<file path="config.mk">
export PLATFORM = sky130hd
export DESIGN_NAME = cordic_iter_engine
export DESIGN_NICKNAME = d
export VERILOG_FILES = /design/src/rtl/cordic_iter_engine.sv
export SDC_FILE = /design/constraint.sdc
export NUM_CORES = 1
export LEC_CHECK = 0
export ABC_CLOCK_PERIOD_IN_PS = 14650
export BUFFER_PORTS_ARGS = -buffer_cell sky130_fd_sc_hd__buf_2
export CORE_MARGIN = 2
export CORE_UTILIZATION = 50
export DETAILED_ROUTE_END_ITERATION = 16
export PLACE_DENSITY = 0.69
export RECOVER_POWER = 25
export REMOVE_ABC_BUFFERS = 1
export SKIP_CTS_REPAIR_TIMING = 1
export SYNTH_ARGS = -nofsm -noshare
export SYNTH_HDL_FRONTEND = slang
export SYNTH_SLANG_ARGS = --single-unit
</file>
<file path="constraint.sdc">
create_clock -name clk -period 14.65 [get_ports clk]
set_input_delay 3.6625 -clock clk [delete_from_list [all_inputs] [get_ports clk]]
set_output_delay 3.6625 -clock clk [all_outputs]
set_load 0.01 [all_outputs]
</file>
<file path="src/rtl/cordic_iter_engine.sv">
// Iterative CORDIC engine: one micro-rotation per clock, rotation and vectoring modes.
// Defining CORDIC_GAIN_COMP_EN adds a one-cycle COMP state that removes the CORDIC gain.
module cordic_iter_engine #(
    parameter int WIDTH = 32,
    parameter int ITER  = 16
) (
    input  logic             clk,
    input  logic             RST,
    input  logic             in_valid,
    output logic             in_ready,
    input  logic             in_mode,
    input  logic [WIDTH-1:0] in_x,
    input  logic [WIDTH-1:0] in_y,
    input  logic [WIDTH-1:0] in_z,
    output logic             out_valid,
    input  logic             out_ready,
    output logic [WIDTH-1:0] out_x,
    output logic [WIDTH-1:0] out_y,
    output logic [WIDTH-1:0] out_z
);

    // Two guard bits absorb the CORDIC gain and the pre-rotation negation of -2^(WIDTH-1).
    localparam int  XW = WIDTH + 2;
    localparam int  IW = $clog2(WIDTH);
    localparam real PI = 3.14159265358979323846;

    typedef enum logic [2:0] {
        S_IDLE,
        S_PRE,
        S_ITER,
`ifdef CORDIC_GAIN_COMP_EN
        S_COMP,
`endif
        S_DONE
    } state_t;

    function automatic logic [WIDTH-1:0] atan_entry(input int k);
        real a;
        a = $atan(1.0 / (2.0 ** k)) * (2.0 ** WIDTH) / (2.0 * PI);
        return WIDTH'($rtoi(a + 0.5));
    endfunction

    function automatic logic [WIDTH-1:0] saturate(input logic signed [XW-1:0] v);
        if (v[XW-1:WIDTH-1] == '0 || v[XW-1:WIDTH-1] == '1)
            return v[WIDTH-1:0];
        else if (v[XW-1])
            return {1'b1, {(WIDTH-1){1'b0}}};
        else
            return {1'b0, {(WIDTH-1){1'b1}}};
    endfunction

`ifdef CORDIC_GAIN_COMP_EN
    // 1/2 + 1/8 - 1/64 - 1/512 approximates 1/1.64676.
    function automatic logic signed [XW-1:0] gain_comp(input logic signed [XW-1:0] v);
        return (v >>> 1) + (v >>> 3) - (v >>> 6) - (v >>> 9);
    endfunction
`endif

    logic [WIDTH-1:0] atan_tab [ITER];

    for (genvar g = 0; g < ITER; g++) begin : g_atan
        localparam logic [WIDTH-1:0] ANGLE = atan_entry(g);
        assign atan_tab[g] = ANGLE;
    end

    state_t                  state_q, state_d;
    logic [IW-1:0]           i_q;
    logic                    mode_q;
    logic signed [XW-1:0]    x_q, y_q;
    logic [WIDTH-1:0]        z_q;

    logic                    pre_flip, dir_pos;
    logic signed [XW-1:0]    pre_x, pre_y, x_sh, y_sh, x_nx, y_nx;
    logic [WIDTH-1:0]        pre_z, z_nx, angle;

    always_comb begin
        pre_flip = mode_q ? x_q[XW-1] : (z_q[WIDTH-1] ^ z_q[WIDTH-2]);
        pre_x    = pre_flip ? -x_q : x_q;
        pre_y    = pre_flip ? -y_q : y_q;
        // Adding pi to a binary angle only toggles its MSB, same as the rotation-mode fold.
        pre_z    = {z_q[WIDTH-1] ^ pre_flip, z_q[WIDTH-2:0]};

        dir_pos  = mode_q ? y_q[XW-1] : ~z_q[WIDTH-1];
        x_sh     = x_q >>> i_q;
        y_sh     = y_q >>> i_q;
        angle    = atan_tab[i_q];
        if (dir_pos) begin
            x_nx = x_q - y_sh;
            y_nx = y_q + x_sh;
            z_nx = z_q - angle;
        end else begin
            x_nx = x_q + y_sh;
            y_nx = y_q - x_sh;
            z_nx = z_q + angle;
        end
    end

    // NOTE: sequential state uses non-blocking assignments so every flop samples pre-edge values.
    always_ff @(posedge clk or posedge RST) begin
        if (RST) state_q <= S_IDLE;
        else     state_q <= state_d;
    end

    // NOTE: state_d gets a default first so no path through the case infers a latch.
    always_comb begin
        state_d = state_q;
        case (state_q)
            S_IDLE: if (in_valid) state_d = S_PRE;
            S_PRE:  state_d = S_ITER;
            S_ITER: if (i_q == IW'(ITER - 1)) begin
`ifdef CORDIC_GAIN_COMP_EN
                state_d = S_COMP;
`else
                state_d = S_DONE;
`endif
            end
`ifdef CORDIC_GAIN_COMP_EN
            S_COMP: state_d = S_DONE;
`endif
            S_DONE: if (out_ready) state_d = S_IDLE;
            default: state_d = S_IDLE;
        endcase
    end

    always_ff @(posedge clk or posedge RST) begin
        if (RST) begin
            i_q    <= '0;
            mode_q <= 1'b0;
            x_q    <= '0;
            y_q    <= '0;
            z_q    <= '0;
        end else begin
            case (state_q)
                S_IDLE: if (in_valid) begin
                    mode_q <= in_mode;
                    x_q    <= {{2{in_x[WIDTH-1]}}, in_x};
                    y_q    <= {{2{in_y[WIDTH-1]}}, in_y};
                    z_q    <= in_z;
                    i_q    <= '0;
                end
                S_PRE: begin
                    x_q <= pre_x;
                    y_q <= pre_y;
                    z_q <= pre_z;
                    i_q <= '0;
                end
                S_ITER: begin
                    x_q <= x_nx;
                    y_q <= y_nx;
                    z_q <= z_nx;
                    i_q <= i_q + IW'(1);
                end
`ifdef CORDIC_GAIN_COMP_EN
                S_COMP: begin
                    x_q <= gain_comp(x_q);
                    y_q <= gain_comp(y_q);
                end
`endif
                default: ;
            endcase
        end
    end

    always_comb begin
        in_ready  = (state_q == S_IDLE) && !RST;
        out_valid = (state_q == S_DONE);
        out_x     = '0;
        out_y     = '0;
        out_z     = '0;
        if (out_valid) begin
            out_x = saturate(x_q);
            out_y = saturate(y_q);
            out_z = z_q;
        end
    end

endmodule

</file>
# Word-level counts from Yosys, hierarchy flattened
# Memories as Yosys holds them, arrays and structs flattened.
# Cells that the tools add are included.
dict set report totals {
  n_memories 1
  input_bits 101
  romBits 512
  reg_bits 109
}
# name words width rd rd_ports_with_merged_regs wr line_no
set memory_table {}
lappend memory_table {{(name not given)} 16 32 1 0 0 86} ;# angle = atan_tab[i_q];
dict set report op_classes {
  bitwise 5
  n_reduce_logical 14
  eq_ne 10
  order_cmp 1
  n_mux 28
  shifts 2
  add_sub_neg 9
}
# op n
set ops {}
lappend ops {{32-bit 2-to-1 mux} 11}
lappend ops {{34-bit 2-to-1 mux} 6}
lappend ops {{34-bit one-hot mux with 3 select lines} 2}
lappend ops {{32-bit one-hot mux with 3 select lines} 1}
lappend ops {{34-bit adder} 2}
lappend ops {{34-bit negator} 2}
lappend ops {{34-bit by 5-bit >>> shifter with 34-bit output} 2}
lappend ops {{34-bit subtractor} 2}
lappend ops {{32-bit adder} 1}
lappend ops {{32-bit subtractor} 1}
lappend ops {{5-bit one-hot mux with 3 select lines} 1}
lappend ops {{3-bit one-hot mux with 4 select lines} 1}
lappend ops {{3-bit logical NOT} 3}
lappend ops {{3-bit 2-to-1 mux} 3}
lappend ops {{3-bit AND reduction} 3}
lappend ops {{3-bit by 2-bit equality test with 1-bit output, second input constant} 2}
lappend ops {{3-bit equality test, second input constant} 2}
lappend ops {{6-bit by 5-bit >= comparator with 1-bit output, second input constant} 1}
lappend ops {{2-bit inequality test, second input constant} 3}
lappend ops {{5-bit NOT with 6-bit output} 1}
lappend ops {{5-bit by 1-bit adder with 5-bit output, second input constant} 1}
lappend ops {{5-bit by 4-bit equality test with 1-bit output, second input constant} 1}
lappend ops {{5-bit 2-to-1 mux} 1}
lappend ops {{2-bit AND reduction} 2}
lappend ops {{other kinds (10)} 14}

# Longest topological paths before layout
# Gate-level depths: netlist of run 1.
dict set report logic_depth {
  depth_word 7
  ltp_mapped 29
  mapped_depth_nobuf 24
}

# Worst setup path after synthesis of run 1
# No wires, ideal clock.
dict set report synth_timing {
  kind {input port to output port}
  startpoint {in RST}
  endpoint {out in_ready}
  t_required_ns 10.988
  slack_ns 7.147
  t_arrival_ns 3.841
  cell_stages 1
  path_cell_list {nor2b_1}
}
dict set report synth_between {
  elab_chain_cells 2
}
# element line_no
set synth_rtl {}
lappend synth_rtl {{from (decl)} 8} ;# input logic RST,
lappend synth_rtl {{1-bit logical NOT} 165} ;# in_ready = (state_q == S_IDLE) && !RST;
lappend synth_rtl {{1-bit logical AND} 165}
lappend synth_rtl {{to (decl)} 10} ;# output logic in_ready,
# No other way between the ends.

==> results.md, run 1 <==
* First-pass GRT wire length at 111800 um
* Synthesized area per cell at 7.558 um2
* Worst hold path class: flop to flop
* Hold Startpoint: z_q[0]$_DFFE_PP0P_
* Largest net degree at the start of global routing at 73
* Initial antenna violation count at 0
* Top_reg_cell synth: dfrtp_1
* Gr ovfl total at 0
* Max incr delay on CP at 2.43 ns
* Root Driver: clkbuf_16
* Final wirelength at 72420 um
* Post-synthesis sequential area ratio at 13.95%
* RR Startpoint: i_q[0]$_DFFE_PP0P_
* Via density at 6.577
* Endpoints failing setup at 0
* Reg2Reg Depth at 22
* DPL Wire Length at 53960 um
* Slew HR at -123.6%
* Die ar. at 0.04035 mm2
* Cell taking the most area after synthesis: dfrtp_1
* Period utilization at 54.98%
* DRC at 0
* Nets at 2802
* Crit path arrival time at 7.82 ns
* PnR worst setup slack at 6.596 ns
* Critical Path Sink Type: asynchronous set/reset pin
* Layout area overhead at 6.592%
* Synthesized cell area at 0.01938 mm2
* Count of warnings emitted by yosys at 0
* Routed Antenna Nets at 0
* Port bufs at 198
* Ports at 199
* Initial core utilization at 50.38%
* Hold depth at 2
* CTS tree: done
* Vias at 20.44k
* Most frequent cells after synthesis: nor2_1 (314), nand2_1 (258), o21ai_0 (163), clkbuf_1 (161), a21oi_1 (159)
* # rows at 72
* Post-synth EDFFs at 0
* Post-route minimum period at 8.054 ns
* Count leader, synth: nor2_1
* Slew @ Worst Pin at 3.354 ns
* Core footprint at 0.03847 mm2
* Unrepaired setup endpoints after global routing: false
* Max-slew violation count at 176
* Max Clk Rate at 124.2 MHz
* Die height at 200.9 um
* Final core utilization at 53.70%
* Hold EP: z_q[0]$_DFFE_PP0P_
* Startpoint types: input pin
* Max Cap Viol at 3
* Failing checks: max-capacitance violations, max-slew violations
* Asr flop ratio synth at 100.0%
* CTS Buf Count at 9
* Vias in the first global route at 19.27k
* Clock Sinks at 108
* Longest Clk Path Bufs at 2
* H-tree lvl count at 3
* Cell mode on critical path: clkbuf_1
* CP required at 14.42 ns
* All-Layer GR Usage at 35.16%
* Synth top area share at 13.95%
* Final Hold Viols at 0
* CP Cell Sequence: clkbuf_1 > clkinvlp_2 > clkbuf_1
* Crit path max fanout at 56
* 1st-iter DRT viols at 2224
* Routed wire length per instance at 23.30 um
* Antenna cells at 0
* Slowest-stage cell, CP: clkbuf_1
* DIE WIDTH at 200.9 um
* Fin Setup TNS at 0 ns
* FILL cells at 3808
* Setup CP Type: input pin to asynchronous set/reset pin
* Ranking of synthesized cells by area: dfrtp_1 (14%), mux4_2 (8.3%), ha_1 (7.3%)
* Routability cong. at 1.020
* Clk slew on worst S/H paths at 0.08 ns
* Clock skew at 0.01396 ns
* Cells after synthesis at 2564
* Distinct cells, synth at 106
* Worst flop-to-flop path endpoint: z_q[28]$_DFFE_PP0P_
* Flop-to-flop setup slack at 6.93 ns
* FF+latch count, synth at 108
* Status: finished, violations left
* Clk_lat worst skew at 0.42 ns
* Layout cell share with drive strength beyond 1 at 15.56%
* Drt pass-1 iters at 6
* Dpl ws at 6.978 ns
routing by layer:
metal | wire [um] | global-route usage (%) | vias up
met5 | 0 | 0 | -
met4 | 2699 | 13.76 | 0
met3 | 5493 | 5.065 | 155
met2 | 33960 | 58.06 | 924
met1 | 30270 | 46.41 | 9924
li1 | - | - | 9439
cell usage in the layout, fill, tap and decap left out, types with 19 or more instances in the layout:
cell        n
o21ai_0   163
ha_1      110
nor2_1    311
a21o_1     48
mux2i_1    70
dfrtp_1   103
mux2_2     26
mux4_2     71
a22oi_1    34
a31oi_1    33
xor2_1     84
nand2b_1   25
nand3_1    39
xnor2_1   137
a221oi_1   52
inv_1      59
o31ai_1    47
buf_4      28
nand2_1   258
buf_2     196
and2_1     51
or3_1      19
nor3_1     74
nor2b_1    19
o21bai_1   20
a21oi_1   157
how the worst max path moves through the flow:
stage | to | from | cells after the start | slack (ns)
2_1_floorplan | z_q[28]$_DFFE_PP0P_ | i_q[0]$_DFFE_PP0P_ | 22 | 5.77
3_3_place_gp | in_ready | RST | 3 | 6.95
3_5_place_dp | in_ready | RST | 3 | 6.98
4_1_cts | z_q[28]$_DFFE_PP0P_ | i_q[0]$_DFFE_PP0P_ | 22 | 6.96
5_1_grt | y_q[20]$_DFFE_PP0P_ | RST | 3 | 5.73
6_report | y_q[20]$_DFFE_PP0P_ | RST | 3 | 6.60
cell families (layout without fill, tap and decap cells):
family | Yosys count | count (layout) | share of synthesized area, %
and+or+nand+nor | 926 | 926 | 22.73
AOI/OAI and AO/OA | 738 | 738 | 25.50
buffers and inverters | 283 | 309 | 6.250
xor gates and xnor gates | 221 | 221 | 9.988
muxes | 172 | 172 | 13.99
adders and majority gates | 116 | 116 | 7.605
DFF | 108 | 108 | 13.95
state kept, by name (all words and copies together) (netlist names):
name	count
mode_q	1
x_q	34
z_q	32
y_q	34
i_q	5
state_q	2
through the flow:
step	cell area (um2)	std cells	hold slack, ns
detailed placement	20340	3092	0.4952
global route	20660	3108	0.5557
floorplan	18410	2346	0.4632
finish	20660	3108	0.5152
CTS	20670	3108	0.5148
global placement	20340	3092	0.4916
critical path: cells and delay by family:
kind     cells  cell delay [ns]
buf+inv      3             4.01
final cells by class:
cell class              instances  area [um2]  area share (%)
well taps                     518       648.1           3.137
flip-flops and latches        108        2714           13.14
clock inverters                 5       100.1          0.4846
clock buffers                  11       232.7           1.127
multi-input cells            2173       15510           75.09
repair buffers                228        1206           5.839
inverters                      65       245.2           1.187
Power of run 1 is left out: the tool's default activity adds up to more than one toggle a clock period on the data nets, which glitch-free logic cannot reach.
==> inputs of run 2 (changes only) <==
ABC_CLOCK_PERIOD_IN_PS = 6900   (was 14650)
PLACE_DENSITY = 0.72   (was 0.69)
clock period = 6.9 ns   (was 14.65 ns; I/O delays follow)
==> results.md, run 2 (same netlist as run 1, synthesis figures left out) <==
* Grt met1 use at 46.23%
* Vias at 20.90k
* CP required at 7.20 ns
* Worst hold path class: flop to flop
* Slew @ Worst Pin at 2.701 ns
* Final wirelength at 74020 um
* Longest Clk Path Bufs at 2
* CP Cell Sequence: buf_12 > mux4_1 > mux2i_2 > o21ai_0 > a211oi_2 > nand4_1 > or2_2 > nor3_1 > nor2_1 > xor2_1 > ha_1 > and3_1 > and3_1 > a221oi_1 > nand2_1 > o211ai_1 > a31oi_1 > nor3_1 > o31a_1 > nor3_1 > a211o_1 > a31o_1
* H-tree lvl count at 3
* Die height at 200.9 um
* DPL Wire Length at 56530 um
* Root Driver: clkbuf_16
* Max Cap Viol at 3
* Max incr delay on CP at 0.67 ns
* Initial core utilization at 50.38%
* CTS Buf Count at 9
* Largest regs: x_q (34), y_q (34), z_q (32)
* Cell mode on critical path: nor3_1
* Gr ovfl total at 0
* Met3 Usage GRT at 5.925%
* Hold_ws at 0.5153 ns
* Endpoints failing setup at 0
* Nets at 2862
* Clk slew on worst S/H paths at 0.09 ns
* Final Hold Viols at 0
* Routability cong. at 1.075
* Setup CP Type: flop to flop
* Layout area overhead at 9.180%
* Fin Setup TNS at 0 ns
* Slowest-stage cell, CP: dfrtp_4
* All-Layer GR Usage at 35.86%
* Ports at 199
* Largest net degree at the start of global routing at 83
* Critical Path Sink Type: flop
* Antenna cells at 0
* First-pass GRT wire length at 114200 um
* Clock skew at 0.009428 ns
* Max-slew violation count at 113
* Unrepaired setup endpoints after global routing: true
* Failing checks: max-capacitance violations, max-slew violations
* Routed wire length per instance at 23.36 um
* Via density at 6.598
* Crit path arrival time at 6.90 ns
* Status: finished, violations left
* Core footprint at 0.03847 mm2
* Clock Sinks at 108
* DRC at 0
* Max Clk Rate at 151.3 MHz
* Initial antenna violation count at 0
* DIE WIDTH at 200.9 um
* Period utilization at 95.77%
* Vias in the first global route at 19.78k
* CTS tree: done
* Startpoint types: flop
* Most common cell after layout, fill and taps aside: nor2_1
* Clk_lat worst skew at 0.41 ns
* Busiest grt layer: met2
* Most frequent cells in the layout: nor2_1 (311), nand2_1 (258), buf_2 (197)
* Layout cell share with drive strength beyond 1 at 17.85%
* # rows at 72
* Die ar. at 0.04035 mm2
* Drt pass-1 iters at 6
* Port bufs at 198
* Post-route minimum period at 6.608 ns
* Met2 Resource Use GR at 58.86%
* Crit path max fanout at 29
* Slew HR at -80.06%
* Routed Antenna Nets at 0
* 1st-iter DRT viols at 2237
## run 2: cell count changes in the layout (fill, tap and decap cells not counted), sizes merged
cell | previous run | this run
clkinv | 5 | 6
buf | 224 | 285
clkinvlp | 1 | 3
inv | 61 | 62
bufinv | 3 | 0
clkbuf | 15 | 13
## run 2: final timing paths
| kind | slack [ns] | to | from | cells after the start |
|---|---|---|---|---|
| worst max-delay path | 0.29 | x_q[33]$_DFFE_PP0P_ | i_q[0]$_DFFE_PP0P_ | 22 |
| worst min-delay path | 0.52 | z_q[9]$_DFFE_PP0P_ | z_q[9]$_DFFE_PP0P_ | 2 |
| worst max register to register | 0.29 | x_q[33]$_DFFE_PP0P_ | i_q[0]$_DFFE_PP0P_ | 22 |
| worst min register to register | 0.52 | z_q[9]$_DFFE_PP0P_ | z_q[9]$_DFFE_PP0P_ | 2 |
| max in group asynchronous | 2.03 | y_q[25]$_DFFE_PP0P_ | RST | 3 |
| min in group asynchronous | 1.71 | z_q[27]$_DFFE_PP0P_ | RST | 2 |
## run 2: layer usage
metal	part of all wire, %	up-vias
met5	0	-
met4	4.6	0
met3	8.1	196
met2	46	1051
met1	41	10100
li1	-	9558
## run 2: area by class of cell
cell class,count,area (um2)
clock buffer,10,239.0
tap,518,648.1
timing repair buffer,288,1724
inverter,65,245.2
sequential,108,2714
fill,3691,17310
multi-input combinational,2173,15540
clock inverter,6,48.80
## run 2: worst max-delay path, delay by kind of cell (launching register included)
kind | cells | cell delay (ns)
xor gates and xnor gates | 1 | 0.16
muxes | 2 | 0.98
and+or+nand+nor | 9 | 1.74
buffers and inverters | 1 | 0.26
adders and majority gates | 1 | 0.35
AOI/OAI and AO/OA | 8 | 2.32
DFF | 1 | 0.67
## run 2: stage by stage
step,setup slack (ns),cell area [um2],std cells,util [%]
finish,0.2921,21160,3168,55.01
global route,-0.02155,21160,3168,55.01
CTS,0.3701,21130,3168,54.94
detailed placement,0.3998,20850,3152,54.19
global placement,0.5647,20850,3152,54.19
floorplan,-1.985,18410,2346,-
Power of run 2 is left out for the same reason.
==> inputs of run 3 (changes only) <==
CORE_UTILIZATION = 34   (was 50)
PLACE_DENSITY = default   (was 0.72)
==> results.md, run 3 (same netlist as run 1, synthesis figures left out) <==
* RR Startpoint: i_q[4]$_DFFE_PP0P_
* Reg2Reg Depth at 21
* Top delay family on crit path: compound AO/OA/AOI/OAI gates
* Slew HR at -148.1%
* Routed Antenna Nets at 0
* Nets at 2900
* Max-slew violation count at 111
* Largest regs: x_q (34), y_q (34), z_q (32)
* CTS Buf Count at 9
* Crit path max fanout at 24
* Routability cong. at 1.008
* Max Cap Viol at 2
* Top layer in use: met4
* Unrepaired setup endpoints after global routing: false
* Hold depth at 2
* Most frequent cells in the layout: nor2_1 (312), nand2_1 (258), buf_2 (196)
* Critical Path Sink Type: flop
* Vias in the first global route at 19.99k
* Period utilization at 93.04%
* Clock skew at 0.01432 ns
* DRC at 0
* Most common cell after layout, fill and taps aside: nor2_1
* Hold Startpoint: z_q[8]$_DFFE_PP0P_
* Die ar. at 0.05893 mm2
* Clk_lat worst skew at 0.42 ns
* Critical path depth at 21
* Final wirelength at 79120 um
* Initial antenna violation count at 2
* Post-route minimum period at 6.420 ns
* Vias at 20.90k
* Root Driver: clkbuf_16
* Endpoints failing setup at 0
* Largest net degree at the start of global routing at 71
* Drt pass-1 iters at 6
* Placed cell count at 3419
* Status: finished, violations left
* First-pass GRT wire length at 120600 um
* Clock Sinks at 108
* Startpoint types: flop
* Setup CP Type: flop to flop
* CP Cell Sequence: buf_4 > mux4_2 > mux2i_1 > o22ai_1 > nor2_1 > ha_1 > nand4_1 > or2_1 > o31ai_1 > xnor2_1 > ha_1 > nand4_1 > nor2_1 > a41oi_1 > a311oi_1 > o21ai_1 > a211oi_1 > nor3_1 > xnor2_1 > a221oi_1 > o31ai_1
* # rows at 87
* Crit path arrival time at 6.72 ns
* CP required at 7.20 ns
* All-Layer GR Usage at 26.04%
* Final Hold Viols at 0
* Layout cell share with drive strength beyond 1 at 18.68%
* Die height at 242.7 um
* Ports at 199
* H-tree lvl count at 3
* M1 WL at 33800 um
* DIE WIDTH at 242.7 um
* Gr ovfl total at 0
* Met3 wire len at 4890 um
* Fin Setup TNS at 0 ns
* Routed wire length per instance at 22.97 um
* Crit path from: i_q[4]$_DFFE_PP0P_
* CP bufs+invs at 1
* CTS tree: done
* Core footprint at 0.05639 mm2
* Slowest-stage cell, CP: dfrtp_2
* Layout area overhead at 12.11%
* Hold_ws at 0.5207 ns
* Clk slew on worst S/H paths at 0.09 ns
* Port bufs at 198
* 1st-iter DRT viols at 1755
* Finished Layout Cells at 3444
* FILL cells at 5902
* Routed wl met2 at 37790 um
* Failing checks: max-capacitance violations, max-slew violations
* Longest Clk Path Bufs at 2
* DPL Wire Length at 61140 um
* Max Clk Rate at 155.8 MHz
* Initial core utilization at 34.37%
* Slew @ Worst Pin at 3.701 ns
* Antenna cells at 0
* Via density at 6.068
* Worst hold path class: flop to flop
* Max incr delay on CP at 0.59 ns
[run 3: area by class of cell]
class / count / area [um2] / share of cell area, %
sequential: 108 / 2714 / 12.49
clock inverter: 5 / 45.04 / 0.2073
tap: 756 / 945.9 / 4.354
multi-input combinational: 2173 / 15510 / 71.39
timing repair buffer: 326 / 2033 / 9.358
inverter: 65 / 245.2 / 1.129
clock buffer: 11 / 232.7 / 1.071
[run 3: worst paths after layout]
check                                 endpoint  slack (ns)
min in group asynchronous  z_q[22]$_DFFE_PP0P_        2.38
max reg2reg                y_q[31]$_DFFE_PP0P_        0.48
max                        y_q[31]$_DFFE_PP0P_        0.48
min                         z_q[8]$_DFFE_PP0P_        0.52
min reg2reg                 z_q[8]$_DFFE_PP0P_        0.52
max in group asynchronous  x_q[33]$_DFFE_PP0P_        1.27
[run 3: stage by stage]
step	instance area [um2]	worst slack [ns]	util, %
finish	21730	0.4804	38.53
global route	21730	0.04203	38.53
CTS	21630	0.1495	38.36
detailed placement	21350	0.2009	37.86
global placement	21350	0.2317	37.86
floorplan	18410	-1.985	-
[run 3: worst register-to-register path, stage by stage, from the launching register on]
cell,delay (ns)
dfrtp_2,0.59
buf_4,0.43
mux4_2,0.40
mux2i_1,0.44
o22ai_1,0.14
nor2_1,0.38
ha_1,0.29
nand4_1,0.12
or2_1,0.34
o31ai_1,0.31
xnor2_1,0.10
ha_1,0.40
nand4_1,0.20
nor2_1,0.16
a41oi_1,0.24
a311oi_1,0.56
o21ai_1,0.21
a211oi_1,0.32
nor3_1,0.10
xnor2_1,0.14
a221oi_1,0.31
o31ai_1,0.11
[run 3: per-layer routing]
metal | vias to the layer above | global-route usage (%)
met3 | 140 | 3.406
met2 | 863 | 44.09
met5 | - | 0
met4 | 0 | 8.824
li1 | 9654 | -
met1 | 10240 | 34.06
Power of run 3 is left out for the same reason.
